### config.mk
export PLATFORM = sky130hd
export DESIGN_NAME = cmp_arbiter
export DESIGN_NICKNAME = d
export VERILOG_FILES = /design/src/rtl/cmp_arbiter_pkg.sv /design/src/rtl/comparator.sv /design/src/rtl/cmp_arbiter.sv
export SDC_FILE = /design/constraint.sdc
export NUM_CORES = 1
export LEC_CHECK = 0
export CAP_MARGIN = 20
export CELL_PAD_IN_SITES_DETAIL_PLACEMENT = 1
export CELL_PAD_IN_SITES_GLOBAL_PLACEMENT = 1
export CORE_UTILIZATION = 30
export CTS_CLUSTER_SIZE = 14
export DETAILED_ROUTE_END_ITERATION = 6
export PLACE_DENSITY_LB_ADDON = 0.1
export SLEW_MARGIN = 20
export SYNTH_ARGS = -nofsm -noshare
export SYNTH_HDL_FRONTEND = slang
export SYNTH_SLANG_ARGS = --single-unit
### constraint.sdc
create_clock -name clk -period 4.38 [get_ports clk]
set_clock_uncertainty 0.1 [all_clocks]
set_input_delay 1.095 -clock clk [delete_from_list [all_inputs] [get_ports clk]]
set_output_delay 1.095 -clock clk [all_outputs]
set_load 0.02 [all_outputs]
### src/rtl/cmp_arbiter_pkg.sv
// ============================================================================
// Module   : cmp_arbiter_pkg
// Purpose  : State encodings and default sizes shared by the compare arbiter.
// Revision : 1.0 - initial release
// ============================================================================
`default_nettype none

package cmp_arbiter_pkg;

    localparam int DEF_N    = 8;
    localparam int DEF_NREQ = 4;

    typedef enum logic [1:0] {
        ST_IDLE = 2'd0,
        ST_CMP  = 2'd1,
        ST_RESP = 2'd2
    } state_t;

endpackage

`default_nettype wire

### src/rtl/comparator.sv
// ============================================================================
// Module   : comparator
// Purpose  : Unsigned magnitude/equality compare of two N-bit operands.
// Revision : 1.0 - initial release
// ============================================================================
`default_nettype none

module comparator #(
    parameter int N = 8
) (
    input  logic [N-1:0] a,
    input  logic [N-1:0] b,
    output logic         gr,
    output logic         le,
    output logic         eq
);

    assign gr = (a > b);
    assign le = (a < b);
    assign eq = (a == b);

endmodule

`default_nettype wire

### src/rtl/cmp_arbiter.sv
// ============================================================================
// Module   : cmp_arbiter
// Purpose  : Round-robin arbiter sequencing NREQ requesters onto one shared
//            comparator; returns a registered, id-tagged gr/le/eq result.
// Revision : 1.0 - initial release
// ============================================================================
`default_nettype none

module cmp_arbiter
    import cmp_arbiter_pkg::*;
#(
    parameter int N    = DEF_N,
    parameter int NREQ = DEF_NREQ,
    parameter int IDW  = 2
) (
    input  logic              clk,
    input  logic              rst,
    input  logic [NREQ-1:0]   req_valid,
    input  logic [NREQ*N-1:0] req_a,
    input  logic [NREQ*N-1:0] req_b,
    output logic [NREQ-1:0]   req_ready,
    output logic [NREQ-1:0]   rsp_valid,
    output logic [IDW-1:0]    rsp_id,
    output logic              rsp_gr,
    output logic              rsp_le,
    output logic              rsp_eq,
    output logic              busy
);

    state_t           r_state;
    logic [IDW-1:0]   r_rr_ptr;
    logic [IDW-1:0]   r_gnt_id;
    logic [N-1:0]     r_op_a;
    logic [N-1:0]     r_op_b;
    logic             r_res_gr;
    logic             r_res_le;
    logic             r_res_eq;

    logic             w_cmp_gr;
    logic             w_cmp_le;
    logic             w_cmp_eq;
    logic             w_any;
    logic [2*NREQ-1:0] w_dbl;
    logic [2*NREQ-1:0] w_shift;
    logic [NREQ-1:0]  w_rot;
    logic [IDW-1:0]   w_enc;
    logic [IDW:0]     w_sum;
    logic [IDW-1:0]   w_gnt;
    logic [N-1:0]     w_sel_a;
    logic [N-1:0]     w_sel_b;
    logic [IDW-1:0]   w_ptr_nxt;

    // Rotate so rr_ptr sits at bit 0, take the lowest set bit, then rotate back.
    always_comb begin
        w_any   = |req_valid;
        w_dbl   = {req_valid, req_valid};
        w_shift = w_dbl >> r_rr_ptr;
        w_rot   = w_shift[NREQ-1:0];
        w_enc   = '0;
        for (int k = NREQ - 1; k >= 0; k--) begin
            if (w_rot[k]) begin
                w_enc = IDW'(k);
            end
        end
        w_sum = {1'b0, w_enc} + {1'b0, r_rr_ptr};
        if (w_sum >= (IDW+1)'(NREQ)) begin
            w_gnt = IDW'(w_sum - (IDW+1)'(NREQ));
        end else begin
            w_gnt = w_sum[IDW-1:0];
        end
        w_sel_a = '0;
        w_sel_b = '0;
        for (int k = 0; k < NREQ; k++) begin
            if (IDW'(k) == w_gnt) begin
                w_sel_a = req_a[k*N +: N];
                w_sel_b = req_b[k*N +: N];
            end
        end
    end

    assign w_ptr_nxt = (r_gnt_id == IDW'(NREQ - 1)) ? '0 : r_gnt_id + IDW'(1);

    comparator #(
        .N (N)
    ) u_comparator (
        .a  (r_op_a),
        .b  (r_op_b),
        .gr (w_cmp_gr),
        .le (w_cmp_le),
        .eq (w_cmp_eq)
    );

    always_ff @(posedge clk) begin
        if (rst) begin
            r_state  <= ST_IDLE;
            r_rr_ptr <= '0;
            r_gnt_id <= '0;
            r_op_a   <= '0;
            r_op_b   <= '0;
            r_res_gr <= 1'b0;
            r_res_le <= 1'b0;
            r_res_eq <= 1'b0;
        end else begin
            case (r_state)
                ST_IDLE: begin
                    if (w_any) begin
                        r_op_a   <= w_sel_a;
                        r_op_b   <= w_sel_b;
                        r_gnt_id <= w_gnt;
                        r_state  <= ST_CMP;
                    end
                end
                ST_CMP: begin
                    r_res_gr <= w_cmp_gr;
                    r_res_le <= w_cmp_le;
                    r_res_eq <= w_cmp_eq;
                    r_state  <= ST_RESP;
                end
                ST_RESP: begin
                    r_rr_ptr <= w_ptr_nxt;
                    r_state  <= ST_IDLE;
                end
                default: begin
                    r_state <= ST_IDLE;
                end
            endcase
        end
    end

    // Outputs are decoded from registered state only, except the accept pulse.
    always_comb begin
        req_ready = '0;
        rsp_valid = '0;
        rsp_id    = '0;
        rsp_gr    = 1'b0;
        rsp_le    = 1'b0;
        rsp_eq    = 1'b0;
        if (r_state == ST_IDLE && w_any) begin
            req_ready = NREQ'(1) << w_gnt;
        end
        if (r_state == ST_RESP) begin
            rsp_valid = NREQ'(1) << r_gnt_id;
            rsp_id    = r_gnt_id;
            rsp_gr    = r_res_gr;
            rsp_le    = r_res_le;
            rsp_eq    = r_res_eq;
        end
    end

    assign busy = (r_state != ST_IDLE);

endmodule

`default_nettype wire

==> flow_metrics.py <==
metrics = {
    "yosys": {
        "synth_edf_count": 0,
        "synth_cells": 228,
        "syn_area_um2": 1880,
        "synth_warnings": 0,
        "synthFlopType": "dfxtp_1",
        "syn_nets": 311,
        "ys_seq_area_share_pct": 26.6,
        "synth_cell_types": 43,
        "synth_seq_cells": 25,
        "ys_async_sr_fraction_pct": 0,
        "syn_area_per_cell_um2": 8.24,
    },
    "place": {
        "pre_cts_ws_ps": -674,
        "portBuffers": 83,
        "dp_hpwl_um": 4400,
        "gp_congestion": 0.741,
    },
    "routing": {
        "wl_per_cell_um": 14.0,
        "viasPerCell": 5.02,
        "antenna_left": 0,
        "vias": 1956,
        "drc_errors": 0,
        "routed_wl_um": 5480,
        "initialDrtViolationCount": 42,
        "firstDrtPassIters": 4,
    },
    "critical_path": {
        "crit_slowest_cell": "a211o_1",
        "required_ps": 3180,
        "cpPeakStageDelay_ps": 320,
        "path_class": "in2out",
        "crit_top_cell": "xnor2_4",
        "cp_cell_sequence": "dlygate4sd2_1 -> nand2_1 -> nor2_1 -> a211oi_2 -> a21oi_1 -> a211o_1 -> ha_4 -> xnor2_4 -> xnor2_4 -> nor3b_2 -> buf_4",
        "end_kind": "output port",
        "cp-start-kind": "primary input",
        "critical_path.max_fanout": 5,
        "worstPathArrival_ps": 3060,
    },
    "power": {
        "p_sw_share_pct": 35.0,
        "p_total_mw": 0.830,
        "p_switching_mw": 0.290,
        "power.internal_mw": 0.540,
        "ir_drop_v": 0.000139,
        "power_frac_comb_pct": 49.3,
        "power_leakage_nw": 1.18,
        "power_frac_clock_pct": 16.7,
        "pwr_density_cell_nw_per_um2": 282,
        "power_frac_seq_pct": 34.1,
    },
    "grt": {
        "grt_usage_pct": 18.4,
        "grt_pass1_wl_um": 9350,
        "overflow": 0,
        "grt_max_degree": 31,
        "antenna_found_initial": 0,
        "grt_pass1_vias": 2018,
    },
    "hold_path": {
        "hp-class": "reg2reg",
    },
    "sta": {
        "relSlewSlack_pct": 57.9,
        "hold_viol": 0,
        "setup_violations": 0,
        "maxSlewViolCount": 0,
        "fmax_ghz": 0.235,
        "hold_ws_ps": 375,
        "finalCritPeriodShare_pct": 97.1,
        "period_minus_slack_ps": 4250,
        "worst_pin_slew_ps": 630,
        "layout_setup_ws_ps": 127,
    },
    "final_layout": {
        "antenna_cells": 0,
        "syn_to_final_growth_pct": 56.9,
        "layout-drive-gt1-share_pct": 15.2,
        "num-nets-final": 399,
    },
    "status": {
        "outcome": "finished, final reports clean",
    },
    "clocking": {
        "hold_buffers": 0,
        "htree_levels": 1,
        "cts_buffers": 3,
        "clkLatencyLatePin_ps": 270,
        "root_buffer": "clkbuf_8",
        "cts_buffer_depth": 2,
        "cts_sinks": 25,
        "clk_pin_slew_ps": 90,
        "cts_tree": "built",
    },
    "flow_run": {
        "maxCapViolCount": 0,
    },
    "floorplanning": {
        "die_x_um": 81.1,
        "start_util_pct": 31.3,
        "die_h_um": 81.1,
        "dieArea_um2": 6580,
        "rows": 28,
        "fp.coreArea_um2": 5990,
        "io_pins": 84,
    },
}
## per-stage QoR
step                instances  util [%]  setup TNS [ps]  instance area, um^2
finish                    390      49.2               0                 2950
global route              390      49.2           -5.34                 2950
CTS                       390      48.9               0                 2930
detailed placement        385      47.6           -2560                 2850
global placement          385      47.6           -2500                 2850
floorplan                 228         -               0                 1880
## what timing repair did
| action | CTS | global route |
|---|---|---|
| endpoints found under the setup margin | 4 | 3 |
| buffers inserted | 1 | 0 |
| cloned | 0 | 0 |
| gates resized for setup | 30 | 4 |
| pin swaps | 4 | 5 |
## power groups by stage
| stage | sequential [mW] | combinational (mW) | clock, mW |
|---|---|---|---|
| 2_1_floorplan | 0.280 | 0.257 | 0 |
| 3_3_place_gp | 0.287 | 0.402 | 0 |
| 3_5_place_dp | 0.288 | 0.408 | 0 |
| 4_1_cts | 0.283 | 0.414 | 0.144 |
| 5_1_grt | 0.288 | 0.460 | 0.155 |
| 6_report | 0.283 | 0.409 | 0.138 |
## worst max-delay path, delay by kind of cell
kind | cells | cell delay [ps]
AO/OA/AOI/OAI | 3 | 590
AND/OR/NAND/NOR | 3 | 340
buffers and inverters | 2 | 410
XOR/XNOR | 2 | 420
adder cells (fa/ha/maj) | 1 | 190
## flip-flops by register name (all words and copies together) (netlist names)
name	count
r_gnt_id	2
r_state	2
r_rr_ptr	2
r_op_b	8
r_res_gr	1
r_res_eq	1
r_op_a	8
r_res_le	1
## cells in the mapped netlist (5+ instances only)
| cell type | count | share of area [%] |
|---|---|---|
| a2111o_1 | 6 | 3.6 |
| a21boi_1 | 6 | 2.4 |
| a21oi_1 | 15 | 4.0 |
| a22oi_1 | 7 | 2.8 |
| and2_1 | 9 | 3.0 |
| clkbuf_1 | 10 | 2.0 |
| dfxtp_1 | 25 | 27 |
| ha_1 | 13 | 8.7 |
| inv_1 | 11 | 2.2 |
| mux2_2 | 7 | 4.2 |
| mux2i_1 | 10 | 5.3 |
| nand2_1 | 18 | 3.6 |
| nor2_1 | 31 | 6.2 |
| o211ai_1 | 7 | 2.8 |
| o31ai_1 | 5 | 2.0 |
## path summary, 6_finish.rpt
kind,start,endpoint,slack [ps],cells after the start
worst max-delay path,req_valid[2],req_ready[0],130,11
worst min-delay path,r_op_a[4],r_op_a[4],370,2
worst max register to register,r_rr_ptr[0],r_op_a[5],1080,12
worst min register to register,r_op_a[4],r_op_a[4],370,2
## logic make-up (layout without fill, tap and decap cells)
kind of cell               Yosys count  count (layout)  synth area share [%]
and+or+nand+nor                     79              79                  19.6
AOI/OAI and AO/OA                   61              61                  24.5
buffers and inverters               29             116                  7.19
DFF                                 25              25                  26.6
muxes                               19              19                  12.1
adders and majority gates           13              13                  8.66
xor gates and xnor gates             2               2                  1.33
## placed cells by master (no fill, tap or decap), types with 9 or more instances in the layout
master	count
nor2_1	29
buf_4	17
dfxtp_1	25
a21oi_1	15
mux2i_1	10
ha_1	12
clkdlybuf4s50_1	75
nand2_1	18
and2_1	9
inv_1	10
## routing by layer
layer	part of all wire, %	GRT usage [%]
met1	44	21.7
met2	52	35.5
met3	2.8	2.47
met4	0.44	2.68
met5	0	0
## final cells by class
cell class | instances | area [um^2]
fillers | 709 | 3040
repair buffers | 101 | 955
clock buffers | 3 | 41.3
well taps | 75 | 93.8
flip-flops and latches | 25 | 500
multi-input cells | 174 | 1310
inverters | 11 | 41.3
clock inverters | 1 | 5.00
(Power assumes the default switching activity.)
